==> src/rtl/slow_clock_monitor.sv <==
// rtl/slow_clock_monitor.sv - synchronizes a divided clock, emits edge ticks, measures its period, reports lock and fault
module slow_clock_monitor #(
    parameter int SYNC_STAGES = 2,
    parameter int EXP_PERIOD  = 22,
    parameter int TOLERANCE   = 1,
    parameter int LOCK_COUNT  = 4,
    parameter int TIMEOUT     = 44,
    parameter int CNT_W       = 8
) (
    input  logic             FiftyIn,
    input  logic             Resetn,
    input  logic             SlowIn,
    input  logic             ClearFault,
    output logic             RiseTick,
    output logic             FallTick,
    output logic [CNT_W-1:0] Period,
    output logic             PeriodValid,
    output logic             Locked,
    output logic             Fault
);

    localparam int GOOD_W = $clog2(LOCK_COUNT + 1);
    localparam logic [CNT_W-1:0]  PER_MIN     = CNT_W'(EXP_PERIOD - TOLERANCE);
    localparam logic [CNT_W-1:0]  PER_MAX     = CNT_W'(EXP_PERIOD + TOLERANCE);
    localparam logic [CNT_W-1:0]  TMO         = CNT_W'(TIMEOUT);
    localparam logic [CNT_W-1:0]  CNT_MAX     = '1;
    localparam logic [CNT_W-1:0]  CNT_ONE     = CNT_W'(1);
    localparam logic [GOOD_W-1:0] GOOD_TARGET = GOOD_W'(LOCK_COUNT);

    typedef enum logic [1:0] {
        ST_SEARCH,
        ST_ACQUIRE,
        ST_LOCKED
    } state_t;

    logic [SYNC_STAGES-1:0] sync_q;
    logic                   hist_q;
    logic                   rise;
    logic                   fall;

    state_t             state_q, state_d;
    logic [GOOD_W-1:0]  good_q, good_d, good_inc;
    logic [CNT_W-1:0]   cnt_q, cnt_d, cnt_inc;
    logic               period_good;
    logic               stall;
    logic               publish;
    logic               fault_set;

    assign rise = sync_q[SYNC_STAGES-1] & ~hist_q;
    assign fall = ~sync_q[SYNC_STAGES-1] & hist_q;

    always_ff @(posedge FiftyIn) begin
        if (!Resetn) begin
            sync_q   <= '0;
            hist_q   <= 1'b0;
            RiseTick <= 1'b0;
            FallTick <= 1'b0;
        end else begin
            sync_q   <= {sync_q[SYNC_STAGES-2:0], SlowIn};
            hist_q   <= sync_q[SYNC_STAGES-1];
            RiseTick <= rise;
            FallTick <= fall;
        end
    end

    // cnt_q restarts at 1 on a rise so that at the next rise it equals the period directly
    assign cnt_inc     = (cnt_q == CNT_MAX) ? cnt_q : cnt_q + CNT_ONE;
    assign good_inc    = good_q + GOOD_W'(1);
    assign period_good = (cnt_q >= PER_MIN) && (cnt_q <= PER_MAX);
    assign stall       = (cnt_q >= TMO);

    always_comb begin
        state_d   = state_q;
        good_d    = good_q;
        cnt_d     = cnt_q;
        publish   = 1'b0;
        fault_set = 1'b0;
        case (state_q)
            ST_SEARCH: begin
                cnt_d = '0;
                if (rise) begin
                    state_d = ST_ACQUIRE;
                    good_d  = '0;
                    cnt_d   = CNT_ONE;
                end
            end
            ST_ACQUIRE: begin
                if (rise) begin
                    publish = 1'b1;
                    cnt_d   = CNT_ONE;
                    if (period_good) begin
                        good_d = good_inc;
                        if (good_inc == GOOD_TARGET) begin
                            state_d = ST_LOCKED;
                        end
                    end else begin
                        good_d = '0;
                    end
                end else if (stall) begin
                    state_d = ST_SEARCH;
                    cnt_d   = '0;
                end else begin
                    cnt_d = cnt_inc;
                end
            end
            ST_LOCKED: begin
                if (rise) begin
                    publish = 1'b1;
                    cnt_d   = CNT_ONE;
                    if (!period_good) begin
                        fault_set = 1'b1;
                        state_d   = ST_ACQUIRE;
                        good_d    = '0;
                    end
                end else if (stall) begin
                    fault_set = 1'b1;
                    state_d   = ST_SEARCH;
                    cnt_d     = '0;
                end else begin
                    cnt_d = cnt_inc;
                end
            end
            default: begin
                state_d = ST_SEARCH;
                good_d  = '0;
                cnt_d   = '0;
            end
        endcase
    end

    always_ff @(posedge FiftyIn) begin
        if (!Resetn) begin
            state_q     <= ST_SEARCH;
            good_q      <= '0;
            cnt_q       <= '0;
            Period      <= '0;
            PeriodValid <= 1'b0;
            Locked      <= 1'b0;
            Fault       <= 1'b0;
        end else begin
            state_q     <= state_d;
            good_q      <= good_d;
            cnt_q       <= cnt_d;
            PeriodValid <= publish;
            Locked      <= (state_d == ST_LOCKED);
            if (publish) begin
                Period <= cnt_q;
            end
            if (fault_set) begin
                Fault <= 1'b1;
            end else if (ClearFault) begin
                Fault <= 1'b0;
            end
        end
    end

endmodule
==> config.mk <==
export PLATFORM = sky130hd
export DESIGN_NAME = slow_clock_monitor
export DESIGN_NICKNAME = d
export VERILOG_FILES = /design/src/rtl/slow_clock_monitor.sv
export SDC_FILE = /design/constraint.sdc
export NUM_CORES = 1
export LEC_CHECK = 0
export CAP_MARGIN = 10
export CORE_ASPECT_RATIO = 1.75
export CORE_UTILIZATION = 45
export CTS_CLUSTER_DIAMETER = 30
export DETAILED_ROUTE_END_ITERATION = 16
export GPL_TIMING_DRIVEN = 0
export PLACE_DENSITY = 0.72
export SYNTH_ARGS = -nofsm -noshare
export SYNTH_HDL_FRONTEND = slang
export SYNTH_SLANG_ARGS = --single-unit
export TNS_END_PERCENT = 10
==> constraint.sdc <==
create_clock -name FiftyIn -period 1.8 [get_ports FiftyIn]
set_clock_uncertainty 0.1 [all_clocks]
set_input_delay 0.36 -clock FiftyIn [delete_from_list [all_inputs] [get_ports FiftyIn]]
set_output_delay 0.36 -clock FiftyIn [all_outputs]
set_load 0.005 [all_outputs]
==> results.md <==
- Setup TNS: 0 ns
- Final-report hold violation count: 0
- Core Rows: 25
- Hold crit path type: flip-flop to flip-flop
- RSZ-0062 raised after global routing: true
- Fin crit share: 0.978
- Placed Area: 1520 sq um
- Initial Utilization: 0.482
- Setup bufs post-CTS: 0
- Placed Cells: 190
- Setup CP Type: flip-flop to flip-flop
- DR iter-0 viols: 23
- DR WL met3: between 100 and 150 um
- Endpoint class of the critical path: flip-flop
- Syn Inst Count: 146
- Clock Latency Late Sink: approximately 0.28 ns
- Die area: 3180 sq um
- Worst-path clk slew: 0.07 ns
- Vias in the first global route: between 1000 and 1500
- CP peak stage delay: between 0.3 and 0.4 ns
- Die Span X: 43.0 um
- Critical Path Start Type: flip-flop
- Syn avg cell area: roughly 9 sq um
- Commonest non-fill, non-tap cells in the layout: dfxtp_1 (27), nand2_1 (16), clkdlybuf4s50_1 (16)
- Synth Area in Compound Gates: 0.138
- Routed len/inst: around 14 um
- Setup WS post-layout: just over 0.04 ns
- Fillcell total: between 200 and 250
- Synthesis warning total: 0
- DRC Markers: 0
- Commonest non-fill, non-tap cell in the layout: dfxtp_1
- Leakage: 0.665 nW
- Synth Register Bits: 29
- Crit path max fanout: 4
- Top Ports: 17
- Hold endpoint: sync_q[1]
- Min Hold Slack: 0.337 ns
- Core outline area: 2750 sq um
- Worst r2r src: good_q[0]
- Critical R2R Capture: state_q[0]
- Clock sink total: 29
- Overall Global Routing Usage: 0.207
- Final setup fails: 0
- Status: completed
- Portion of netlist area occupied by mux cells: 0.0151
- Worst VDD drop: around 0.57 mV
- Post-synthesis adder-cell area fraction: 0.0943
- Antenna cell count: 0
- DP HPWL: approximately 2000 um
- Synth cell types: 35
- Crit-path cells: ha_2 -> xor2_1 -> nand3_1 -> o211a_1 -> o32a_1 -> o311a_1
- Total CTS buffers: 5
- Origin of the worst min-delay path: sync_q[0]
- Gr ovfl total: 0
- Critical Path RT: roughly 1.9 ns
- Max Clock Freq: 568 MHz
- Vias per inst: between 5 and 6
- Fin cells: around 200
- TritonRoute pass-1 iters: 4
- Initial antenna violation count: 0
- Synth Area in XOR/XNOR: 0.0330
- Final Wtd Congestion: 0.787
- Vias: 1075
- Register area share after synthesis: 0.438
- Post-synthesis simple-gate area fraction: 0.232
- Reg2Reg Setup Slack: 0.04 ns
- Largest net degree at the start of global routing: 11
- Top Layer Used: met4
- Met1 WL: 1080 um
- Util after Layout: 0.605
- Place WS: -0.212 ns
- PortBufs: 16
- Largest family of logic cells by synthesized area: simple AND/OR/NAND/NOR gates
- CTS tree: yes
- Layout cell share with drive strength beyond 1: 0.0994
- Total power: 1.53 mW
- Root Buffer: clkbuf_8
- Die Ht: around 74 um
- Post-layout net count: 184
- Crit path DAT: 1.83 ns
- CP top delay family: compound AO/OA/AOI/OAI gates
- Post-route minimum period: 1.76 ns
- DR WL met2: ~1400 um
- H-tree levels: 2
- Pwr Density: 920 nW/um^2
- First-pass GRT wire length: between 4000 and 5000 um
- Slew Limit Fails: 0
- Critical Path Slowest Stage Cell: dfxtp_1
- Post-Route WL: between 2000 and 3000 um
- Clock Path Buffers: 2
- Post-synthesis cell area: between 1000 and 1500 sq um
- Worst Reg-to-Reg Cells: 6
- Hold path cells: 1
- Post-route cell area: roughly 1700 sq um
- Synthesis-to-layout area growth: 25.7%
- Final ANT Viol Nets: 0
- CP bufs+invs: 0
- Max Cap Viol: 0
synthesized netlist by cell type:
cell type   n  area (sq um)
dfxtp_1    29           581
nand2_1    16          60.1
nand3_1    13          65.1
ha_1       10           125
inv_1       9          33.8
a21boi_0    8          60.1
nor2_1      8          30.0
o21ai_0     5          25.0
and2_1      4          25.0
nand4_1     4          25.0
a21oi_1     3          15.0
clkbuf_1    3          11.3
nor2b_1     3          18.8
xor2_1      3          26.3
and3_1      2          12.5
buf_2       2          10.0
mux2i_1     2          20.0
nand2b_1    2          12.5
o2111ai_1   2          17.5
o21a_1      2          15.0
xnor2_1     2          17.5
a22oi_1     1          7.51
a31oi_1     1          6.26
and4_1      1          8.76
and4bb_1    1          12.5
buf_4       1          7.51
conb_1      1          3.75
nand3_2     1          10.0
nand3b_1    1          7.51
nand4b_1    1          8.76
nor2_4      1          11.3
o211a_1     1          10.0
o22ai_1     1          6.26
o311a_1     1          10.0
o32a_1      1          10.0
final cells by class:
class | instances | area, sq um | share of cell area
buffer | 6 | 30.0 | 0.0180
clock buffer | 5 | 68.8 | 0.0413
clock inverter | 3 | 65.1 | 0.0390
inverter | 9 | 33.8 | 0.0203
multi-input combinational | 103 | 689 | 0.414
sequential | 29 | 586 | 0.351
tap | 27 | 33.8 | 0.0203
timing repair buffer | 16 | 160 | 0.0961
cells by family (layout without fill, tap and decap cells):
family / Yosys count / after routing
compound gates: 26 / 26
fa+ha+maj: 10 / 10
mux: 2 / 2
simple gates: 58 / 58
flops: 29 / 29
xor+xnor: 5 / 5
other cells: 1 / 2
buf+inv: 15 / 39
power by group:
| group | internal, mW | total (mW) | leakage, nW | switching [mW] |
|---|---|---|---|---|
| registers | 0.650 | 0.657 | 0.236 | 0.00786 |
| clock network | 0.549 | 0.804 | 0.0681 | 0.255 |
| logic | 0.0302 | 0.0709 | 0.360 | 0.0406 |
| total | 1.23 | 1.53 | 0.665 | 0.303 |
how the worst max path moves through the flow:
stage / to / startpoint / cells after the start / slack [ns]
finish: state_q[0] / good_q[0] / 6 / 0.04
global route: state_q[0] / good_q[0] / 6 / -0.06
CTS: cnt_q[3] / state_q[1] / 5 / 0.01
detailed placement: good_q[1] / Resetn / 5 / -0.21
global placement: good_q[2] / Resetn / 5 / -0.17
floorplan: state_q[0] / cnt_q[0] / 7 / 0.13
routing by layer:
metal | vias up | global-route usage
met5 | - | 0
met4 | 0 | 0.114
met3 | 6 | 0.0590
met2 | 35 | 0.352
met1 | 489 | 0.227
li1 | 545 | -
what timing repair did:
item                       in CTS  in global routing
resized for setup               1                  5
pin swaps                       0                  1
hold buffers                    0                  0
setup endpoints to repair       2                 11
sequential cells by signal, indices dropped and copies added, names as in the netlist:
signal       flops
good_q           3
RiseTick         1
hist_q           1
sync_q           2
cnt_q            8
PeriodValid      1
Locked           1
Period           8
Fault            1
state_q          2
FallTick         1
(Power assumes the default switching activity.)
